`src/rtl/tart_clk_monitor.sv`:
```
// tart_clk_monitor
//   Supervises the sampling-clock generator from the 6x fast clock. Lock and
//   the reference clock are both sampled as asynchronous data. Downstream reset
//   is released only after lock has settled and two consecutive reference
//   periods measure at RATIO (+/- TOL) fast cycles.
//
// Ports
//   clk        fast clock (98.208 MHz)
//   reset_n    asynchronous active-low reset
//   locked_in  raw generator lock (async)
//   ref_in     16.368 MHz reference (async data)
//   clear      synchronous clear of err_count
//   rst_out_n  downstream reset, active-low, high only in RUN
//   clk_ok     last measured period in tolerance (RUN only)
//   period     last measured period in clk cycles
//   lock_lost  one-cycle pulse on lock loss
//   err_count  saturating error count
module tart_clk_monitor #(
  parameter int RATIO  = 6,
  parameter int TOL    = 0,
  parameter int SETTLE = 16,
  parameter int PW     = 5,
  parameter int CNT_W  = 8
) (
  input  logic             clk,
  input  logic             reset_n,
  input  logic             locked_in,
  input  logic             ref_in,
  input  logic             clear,
  output logic             rst_out_n,
  output logic             clk_ok,
  output logic [PW-1:0]    period,
  output logic             lock_lost,
  output logic [CNT_W-1:0] err_count
);

  localparam int SW = (SETTLE > 1) ? $clog2(SETTLE) : 1;
  localparam logic [PW-1:0] PMAX  = PW'(2 * RATIO);
  localparam logic [PW-1:0] PNOM  = PW'(RATIO);
  localparam logic [PW-1:0] PTOL  = PW'(TOL);
  localparam logic [SW-1:0] SLAST = SW'(SETTLE - 1);

  typedef enum logic [1:0] {
    ST_WAIT_LOCK,
    ST_SETTLE,
    ST_CHECK,
    ST_RUN
  } state_t;

  state_t state, state_nx;

  logic lock_meta, lock_s;
  logic ref_meta, ref_s, ref_d;
  logic [PW-1:0] pcnt;
  logic have_edge;
  logic [SW-1:0] scnt, scnt_nx;
  logic run_cnt, run_cnt_nx;
  logic ok_nx, lost_nx, inc;

  logic rise, timeout, valid, in_tol, good, bad, chk_entry;
  logic [PW-1:0] dev;

  // Synchronizers; ref_d is the extra stage for edge detection.
  always_ff @(posedge clk or negedge reset_n) begin
    if (!reset_n) begin
      lock_meta <= 1'b0;
      lock_s    <= 1'b0;
      ref_meta  <= 1'b0;
      ref_s     <= 1'b0;
      ref_d     <= 1'b0;
    end else begin
      lock_meta <= locked_in;
      lock_s    <= lock_meta;
      ref_meta  <= ref_in;
      ref_s     <= ref_meta;
      ref_d     <= ref_s;
    end
  end

  assign rise = ref_s & ~ref_d;

  // Timeout is the cycle pcnt steps onto its saturation value, so it fires
  // once per stall rather than every cycle while saturated.
  assign timeout = ~rise & (pcnt == PMAX - PW'(1));

  assign dev       = (pcnt > PNOM) ? (pcnt - PNOM) : (PNOM - pcnt);
  assign in_tol    = (dev <= PTOL);
  assign valid     = rise & have_edge;
  assign good      = valid & in_tol;
  assign bad       = (valid & ~in_tol) | timeout;
  assign chk_entry = (state_nx == ST_CHECK) && (state != ST_CHECK);

  always_ff @(posedge clk or negedge reset_n) begin
    if (!reset_n) begin
      pcnt      <= '0;
      period    <= '0;
      have_edge <= 1'b0;
    end else begin
      if (rise) begin
        period <= pcnt;
        pcnt   <= PW'(1);
      end else if (pcnt != PMAX) begin
        pcnt <= pcnt + PW'(1);
      end
      // The first rise after CHECK entry only re-arms; the partial period
      // leading up to it is never trusted.
      if (chk_entry)  have_edge <= 1'b0;
      else if (rise)  have_edge <= 1'b1;
    end
  end

  always_ff @(posedge clk or negedge reset_n) begin
    if (!reset_n) begin
      state     <= ST_WAIT_LOCK;
      scnt      <= '0;
      run_cnt   <= 1'b0;
      rst_out_n <= 1'b0;
      clk_ok    <= 1'b0;
      lock_lost <= 1'b0;
      err_count <= '0;
    end else begin
      state     <= state_nx;
      scnt      <= scnt_nx;
      run_cnt   <= run_cnt_nx;
      rst_out_n <= (state_nx == ST_RUN);
      clk_ok    <= ok_nx;
      lock_lost <= lost_nx;
      if (clear)                       err_count <= '0;
      else if (inc && (err_count != '1)) err_count <= err_count + CNT_W'(1);
    end
  end

  always_comb begin
    state_nx   = state;
    scnt_nx    = scnt;
    run_cnt_nx = run_cnt;
    ok_nx      = clk_ok;
    lost_nx    = 1'b0;
    inc        = 1'b0;
    case (state)
      ST_WAIT_LOCK: begin
        if (lock_s) begin
          state_nx = ST_SETTLE;
          scnt_nx  = '0;
        end
      end
      ST_SETTLE: begin
        if (!lock_s) begin
          state_nx = ST_WAIT_LOCK;
          lost_nx  = 1'b1;
          inc      = 1'b1;
        end else if (scnt == SLAST) begin
          state_nx   = ST_CHECK;
          run_cnt_nx = 1'b0;
        end else begin
          scnt_nx = scnt + SW'(1);
        end
      end
      ST_CHECK: begin
        if (!lock_s) begin
          state_nx = ST_WAIT_LOCK;
          lost_nx  = 1'b1;
          inc      = 1'b1;
        end else if (bad) begin
          run_cnt_nx = 1'b0;
        end else if (good) begin
          if (run_cnt) state_nx = ST_RUN;
          run_cnt_nx = 1'b1;
        end
      end
      ST_RUN: begin
        if (!lock_s) begin
          state_nx = ST_WAIT_LOCK;
          lost_nx  = 1'b1;
          inc      = 1'b1;
        end else if (good) begin
          ok_nx = 1'b1;
        end else if (bad) begin
          ok_nx = 1'b0;
          inc   = 1'b1;
        end
      end
      default: state_nx = ST_WAIT_LOCK;
    endcase
    if (state_nx != ST_RUN) ok_nx = 1'b0;
  end

endmodule

```
`config.mk`:
```
export PLATFORM = sky130hd
export DESIGN_NAME = tart_clk_monitor
export DESIGN_NICKNAME = d
export VERILOG_FILES = /design/src/rtl/tart_clk_monitor.sv
export SDC_FILE = /design/constraint.sdc
export NUM_CORES = 1
export LEC_CHECK = 0
export CAP_MARGIN = 20
export CORE_MARGIN = 4
export CORE_UTILIZATION = 38
export DETAILED_ROUTE_END_ITERATION = 8
export GPL_TIMING_DRIVEN = 0
export PLACE_DENSITY = 0.57
export SYNTH_ARGS = -nofsm -noshare
export SYNTH_HDL_FRONTEND = slang
export SYNTH_SLANG_ARGS = --single-unit
```
`constraint.sdc`:
```
create_clock -name clk -period 2.45 [get_ports clk]
set_input_delay 0.6125 -clock clk [delete_from_list [all_inputs] [get_ports clk]]
set_output_delay 0.6125 -clock clk [all_outputs]
set_load 0.05 [all_outputs]
```
# Word-level counts from Yosys, hierarchy flattened
# Cells that the tools add are included.
classes:
  addsub: 5
  mul: 0
  div_mod_pow: 0
  order_cmp: 2
  eq_ne: 17
  shifts: 0
  n_mux: 37
  n_bitwise: 9
  n_reduce_logical: 16
op_table:
  columns: ["operator", "count"]
  rows:
  - ["$mux 1", 17]
  - ["$mux 2", 8]
  - ["$mux 8", 2]
  - ["$mux 5", 3]
  - ["$ne 2x2->1 const B", 7]
  - ["$reduce_bool 2->1", 7]
  - ["$mux 4", 3]
  - ["$add 8x1->8 const B", 1]
  - ["$eq 2x2->1 const B", 4]
  - ["$ne 8x8->1 const B", 1]
  - ["$pmux 2 s4", 1]
  - ["$pmux 4 s2", 1]
  - ["$add 5x1->5 const B", 1]
  - ["$and 1x1->1", 5]
  - ["$eq 5x4->1 const B", 1]
  - ["$gt 5x3->1 const B", 1]
  - ["$le 5x1->1 const B", 1]
  - ["$ne 5x4->1 const B", 1]
  - ["$reduce_and 5->1", 1]
  - ["$sub 3x5->5 const A", 1]
  - ["$sub 5x3->5 const B", 1]
  - ["$add 4x1->4 const B", 1]
  - ["$eq 4x4->1 const B", 1]
  - ["$pmux 1 s2", 2]
  - ["other kinds (11)", 14]
totals:
  reg_bits: 34
  latch_bits: 0
  mem_bits_rw: 0
  mem_bits_ro: 0
  in_bits: 5
  word_cells: 101
  memories: 0

# Depth between registers and ports, before layout
# Gate-level depths: netlist of run 1.
logic_depth:
  depth_word: 13
  mapped_depth: 7

# Worst setup path after synthesis of run 1
# Ideal clock, no wire load.
synth_path:
  path_type: "reg-to-reg"
  startpoint: "register err_count[0]"
  endpoint: "register err_count[0]"
  setup_time_ns: 0.125
  arrival_ns: 2.079
  path_slack_ns: 0.246
  path_stages_with_launch: 8
  path_buffers: 1
  synth_period_minus_slack_ns: 2.204
  path_cell_list: "dfrtp_1 ha_1 nand2_1 or3_1 buf_6 nand3_4 o31a_2 mux2_4"
synth_via:
  elab_chain_cells: 3
  word_cells_on_any_way: 6
synth_rtl:
  columns: ["element", "line_no", "text"]
  rows:
  - ["from (decl)", "34", "output logic [CNT_W-1:0] err_count"]
  - ["from (signal assigned)", "129", "else if (inc && (err_count != '1)) err_count <= err_count + CNT_W'(1);"]
  - ["$add 8x1->8 or $ne 8x8->1 (tied branches)", "129", null]
  - ["$mux 8 or $logic_and 1x1->1 (tied branches)", "129", null]
  - ["$mux 8 or $reduce_bool 2->1 (tied branches)", null, null]
# Parallel ways exist; a longest one is shown, timed or not. The select of a mux whose other input is x is not followed.
# A chain may end at the register's enable or synchronous reset.

# Worst setup path in the final report of run 1
layout_path:
  startpoint: "register err_count[0]"
  endpoint: "output port err_count[0]"
# No word-level cell between the ends.

==> results of run 1 <==
==> metrics by stage <==
stage,area (um^2),hold slack (ns),TNS [ns],power [mW],utilization (%)
final,2460,0.350,0,1.99,46.9
after global routing,2460,0.356,0,2.15,46.9
after detailed placement,2380,0.335,0,1.60,45.4
after CTS,2460,0.353,0,2.02,46.9
after floorplan,2100,0.317,0,1.39,-
after global placement,2380,0.332,-0.976,1.59,45.5
==> registers in the layout, summed over array words and instances (netlist names), 2 cells and up <==
signal,count
err_count,8
pcnt,5
period,5
scnt,4
state,2
==> path summary, 6_finish.rpt <==
| path | start | end | slack [ns] | depth (start not counted) |
|---|---|---|---|---|
| max | err_count[0] | err_count[0] | 0.18 | 1 |
| min | lock_meta | lock_s | 0.35 | 0 |
| max reg2reg | pcnt[1] | err_count[3] | 0.29 | 6 |
| min reg2reg | lock_meta | lock_s | 0.35 | 0 |
| max in group asynchronous | reset_n | scnt[2] | 1.54 | 1 |
| min in group asynchronous | reset_n | period[3] | 0.40 | 1 |
==> cells by family (layout without fill, tap and decap cells) <==
group	count (synthesis)	in the layout	synth area share (%)
AO/OA/AOI/OAI	47	47	17.4
XOR/XNOR	3	3	1.61
flip-flops	34	34	40.6
buffers and inverters	20	47	5.31
AND/OR/NAND/NOR	94	94	24.1
multiplexers	8	8	4.42
adder cells (fa/ha/maj)	11	11	6.57
==> final cells by class <==
class | instances | share of cell area [%]
Timing Repair Buffer | 20 | 7.94
Sequential cell | 34 | 34.6
Multi-Input combinational cell | 163 | 46.1
Clock inverter | 2 | 0.407
Buffer | 11 | 3.16
Inverter | 9 | 1.37
Clock buffer | 5 | 2.80
Tap cell | 70 | 3.56
==> metal layers <==
metal / track usage [%] / up-vias
met4: 4.98 / 0
met3: 3.90 / 8
met5: 0 / -
li1: - / 820
met2: 22.8 / 32
met1: 20.2 / 776
==> synthesized netlist by cell type, types with 3 or more instances <==
| master | n |
|---|---|
| o32ai_2 | 3 |
| ha_1 | 11 |
| and3_1 | 5 |
| a22o_1 | 3 |
| dfrtp_1 | 34 |
| nand4_1 | 6 |
| a31oi_1 | 4 |
| nand3_1 | 10 |
| buf_6 | 4 |
| nand2b_1 | 5 |
| nor2b_1 | 8 |
| mux2_1 | 6 |
| o21ai_0 | 11 |
| clkbuf_1 | 4 |
| nor3_1 | 4 |
| a21oi_1 | 9 |
| o21ai_1 | 4 |
| inv_1 | 9 |
| nand2_1 | 26 |
| nor2_1 | 16 |
==> power by group through the flow <==
stage	Sequential, mW	Combinational, mW	Clock [mW]
global route	0.781	0.921	0.447
CTS	0.764	0.835	0.422
global placement	0.773	0.821	0
finish	0.764	0.828	0.397
floorplan	0.869	0.517	0
detailed placement	0.775	0.829	0
==> flow_summary.ini, run 1 <==
[grt]
grt_pass1_wl_um = 7620
grt_remaining_overflow = 0
grt.total_usage_pct = 14.9
grt_max_degree = 35
antenna_found_initial = 0
grt_pass1_vias = 1588

[critical_path]
crit_chain = clkdlybuf4s50_1
path_class = register to primary output
critPathMaxStageDelay_ns = 0.87
cp-end-kind = primary output
path_buf_inv = 1
crit_family = buffers and inverters
critical_path_arrival_ns = 1.66
startpoint_type = register
cp_max_fo = 9
crit_slowest_cell = clkdlybuf4s50_1
cp.required_ns = 1.84

[floorplan]
rows = 26
die_w_um = 82.3
core_area_um2 = 5240
ios = 21
die_h_um = 82.3
dieArea_um2 = 6770
initial_utilization_pct = 40.0

[route]
antenna_left = 0
dr.pass1.iters = 4
vias = 1636
drc = 0
top_layer_used = met4
wirelength_um = 4370
wl_per_cell_um = 13.9
wirelength_met1_um = 2200
via_per_inst = 5.21
drtIter0Drc = 49
wl_met3_um = 158
dr_wl_met2_um = 1950

[logic_synthesis]
netlist_top_cells_area = dfrtp_1 (41%), ha_1 (6.6%), nand2_1 (4.7%)
synth.distinct_cells = 50
synthArstFlopShare_pct = 100
synth_nets = 233
yosysWarnings = 0
synth_area_um2 = 2100
synth-edff-count = 0
avgSynthCellArea_um2 = 9.66
synth_flop_cell = dfrtp_1
synthDominantCellAreaShare_pct = 40.6
ys_ff_latch = 34
seq_area_frac_synth_pct = 40.6
yosys.area.top_type = dfrtp_1
netlist_instances = 217

[placement]
dp_hpwl_um = 3060
port_buffers = 20
gp_congestion = 0.875
placed_cells = 307
dp_slack_ns = 0.308

[cells_and_area]
area_growth_pct = 17.3
nets = 260
diodes = 0
drive_gt1_share_pct = 11.5
ff_latch_area_um2 = 851
fillers = 521
final_cell_mix = dfrtp_1 (34), nand2_1 (26), clkdlybuf4s50_1 (19)
final_cells = 314
multi_input_area_um2 = 1130
final_common_cell = dfrtp_1

[cts]
root_buffer = clkbuf_8
cts_made_buffers = 5
postCtsResizedCells = 0
cts_setup_buffers = 0
cts_hold_buf = 0
htree_levels = 2
clk-insertion-delay-late_ns = 0.29
clk_pin_slew_worst_paths_ns = 0.07
max-clock-path-buffers = 2
clock_sinks = 34
cts_tree = built

[sta]
hold_viol = 0
rsz0062_at_grt = false
setup_viol = 0
setup_slack_ns = 0.176
slew_headroom_pct = 47.2
fin_crit_ns = 2.27
fin_crit_sh_pct = 92.8
slew_violations = 0
clock_skew_ns = 0.0102
worst_pin_slew_ns = 0.792
fmax_mhz = 440

[power_and_ir_drop]
p_per_area_nw_per_um2 = 810
pwr-share-seq_pct = 38.4
sw_frac_of_total_pct = 41.1
p_leak_nw = 1.06
comb_power_share_pct = 41.6
p_sw_mw = 0.818
intPower_mw = 1.17
peakVddDrop_v = 0.000371
clkPwrFrac_pct = 20.0

[outcome]
status = finished, final reports clean

[run]
cap_violations = 0

[min_path]
hp-class = register to register
Power figures use the tool's default switching activity.
==> run 2: changes to the inputs <==
Settings changed: GPL_TIMING_DRIVEN 0 to not set.
Clock period 2.45 ns to 2.2 ns, I/O delays scaled along.
==> run 2 against run 1 <==
Compared with the run above:
- first-iteration DRC count grew 90%
- combinational power increased by 13%
- sequential power is 13% higher
- largest power group unchanged
- wire length rose by 0.16%
- clock skew down 0.0026 ns
- non-clock buffer count is 2 higher
==> flow_summary.ini, run 2 (synthesis results as in run 1) <==
[cells_and_area]
nets = 262
largest_register_ffs = 8
final_cell_mix = dfrtp_1 (32), nand2_1 (26), clkdlybuf4s50_1 (18)
final_cells = 317
top_regs = err_count (8), pcnt (5), period (5)
area_growth_pct = 20.9
max_flop_register = err_count
ff_latch_area_um2 = 853
fillers = 519
design_area_um2 = 2530
drive_gt1_share_pct = 16.6
final_common_cell = dfrtp_1
diodes = 0
multi_input_area_um2 = 1140

[critical_path]
r2r-start = pcnt[1]
cp.required_ns = 1.65
critPathMaxStageDelay_ns = 0.83
cp-end-kind = primary output
path_buf_inv = 1
startpoint_type = register
cp_max_fo = 9
critical_path_arrival_ns = 1.58
path_class = register to primary output
crit_chain = clkdlybuf4s50_1
crit_slowest_cell = clkdlybuf4s50_1
worstSetupStartpoint = err_count[0]
crit_family = buffers and inverters

[route]
top_layer_used = met4
via_per_inst = 5.30
drtIter0Drc = 93
wl_met3_um = 147
drc = 0
wl_per_cell_um = 13.8
wirelength_um = 4380
vias = 1680
wirelength_met1_um = 2240
dr_wl_met2_um = 1930
antenna_left = 0
dr.pass1.iters = 5

[grt]
grt_pass1_wl_um = 7560
grt_max_degree = 19
grt_pass1_vias = 1641
antenna_found_initial = 0
grt_remaining_overflow = 0
grt.total_usage_pct = 14.9

[cts]
root_buffer = clkbuf_8
postCtsResizedCells = 0
clock_sinks = 34
max-clock-path-buffers = 2
cts_made_buffers = 5
clk_pin_slew_worst_paths_ns = 0.07
cts_setup_buffers = 0
cts_tree = built
clk-insertion-delay-late_ns = 0.29
htree_levels = 2
cts_hold_buf = 0

[floorplan]
die_h_um = 82.3
die_w_um = 82.3
rows = 26
ios = 21
core_area_um2 = 5240
initial_utilization_pct = 40.0
dieArea_um2 = 6770

[power_and_ir_drop]
intPower_mw = 1.44
peakVddDrop_v = 0.000354
clkPwrFrac_pct = 23.4
p_leak_nw = 1.10
p_per_area_nw_per_um2 = 928
comb_power_share_pct = 39.7
p_sw_mw = 0.915
sw_frac_of_total_pct = 38.9
power_mw = 2.35
pwr-share-seq_pct = 36.9

[sta]
setup_viol = 0
clock_skew_ns = 0.00762
worst_pin_slew_ns = 0.512
slew_headroom_pct = 65.7
fmax_mhz = 469
final.setup.tns_ns = 0
hold_viol = 0
slew_violations = 0
fin_crit_sh_pct = 96.9
rsz0062_at_grt = false
setup_slack_ns = 0.0677
fin_crit_ns = 2.13

[placement]
gp_congestion = 0.808
dp_hpwl_um = 3140
place_area_um2 = 2410
port_buffers = 20
placed_cells = 309
dp_slack_ns = 0.116

[min_path]
hp-class = primary input to async pin

[outcome]
status = finished, final reports clean

[run]
cap_violations = 0
## run 2: changes by cell type in the layout (fill, tap and decap cells not counted), sizes merged
cell | before | now
clkdlybuf4s50 | 19 | 18
buf | 8 | 15
clkinv | 2 | 0
clkbuf | 9 | 8
## run 2: layout make-up
cell class | count | area share [%]
inverters | 9 | 1.33
repair buffers | 33 | 12.1
well taps | 70 | 3.46
flip-flops and latches | 34 | 33.7
multi-input cells | 163 | 45.1
clock buffers | 8 | 4.35
## run 2: layer usage
| layer | vias to the layer above | GRT usage, % |
|---|---|---|
| li1 | 830 | - |
| met1 | 805 | 19.3 |
| met2 | 38 | 23.3 |
| met3 | 7 | 3.80 |
| met4 | 0 | 6.31 |
| met5 | - | 0 |
## run 2: final timing paths
check	cells after the start	end	slack, ns
worst max-delay path	1	err_count[0]	0.07
worst min-delay path	1	have_edge	0.20
worst max register to register	5	err_count[0]	0.13
worst min register to register	0	lock_s	0.35
max in group asynchronous	2	pcnt[1]	1.54
min in group clk	0	lock_s	0.35
## run 2: power by group through the flow
stage | Clock [mW] | Sequential, mW | Combinational (mW)
detailed placement | 0 | 0.875 | 0.918
CTS | 0.576 | 0.862 | 0.930
global placement | 0 | 0.873 | 0.914
floorplan | 0 | 0.969 | 0.576
finish | 0.551 | 0.866 | 0.933
global route | 0.595 | 0.886 | 1.02
## run 2: worst reg2reg max path, delay by kind of cell (launching register included)
kind / cells / cell delay [ns]
mux: 1 / 0.30
simple gates: 1 / 0.18
compound gates: 2 / 0.71
flops: 1 / 0.45
fa+ha+maj: 1 / 0.34
## run 2: metrics by stage
stage / hold slack (ns) / utilization (%)
after floorplan: 0.254 / -
after global placement: 0.334 / 46.0
after detailed placement: 0.335 / 46.0
after CTS: 0.205 / 48.1
after global routing: 0.226 / 48.4
final: 0.203 / 48.4
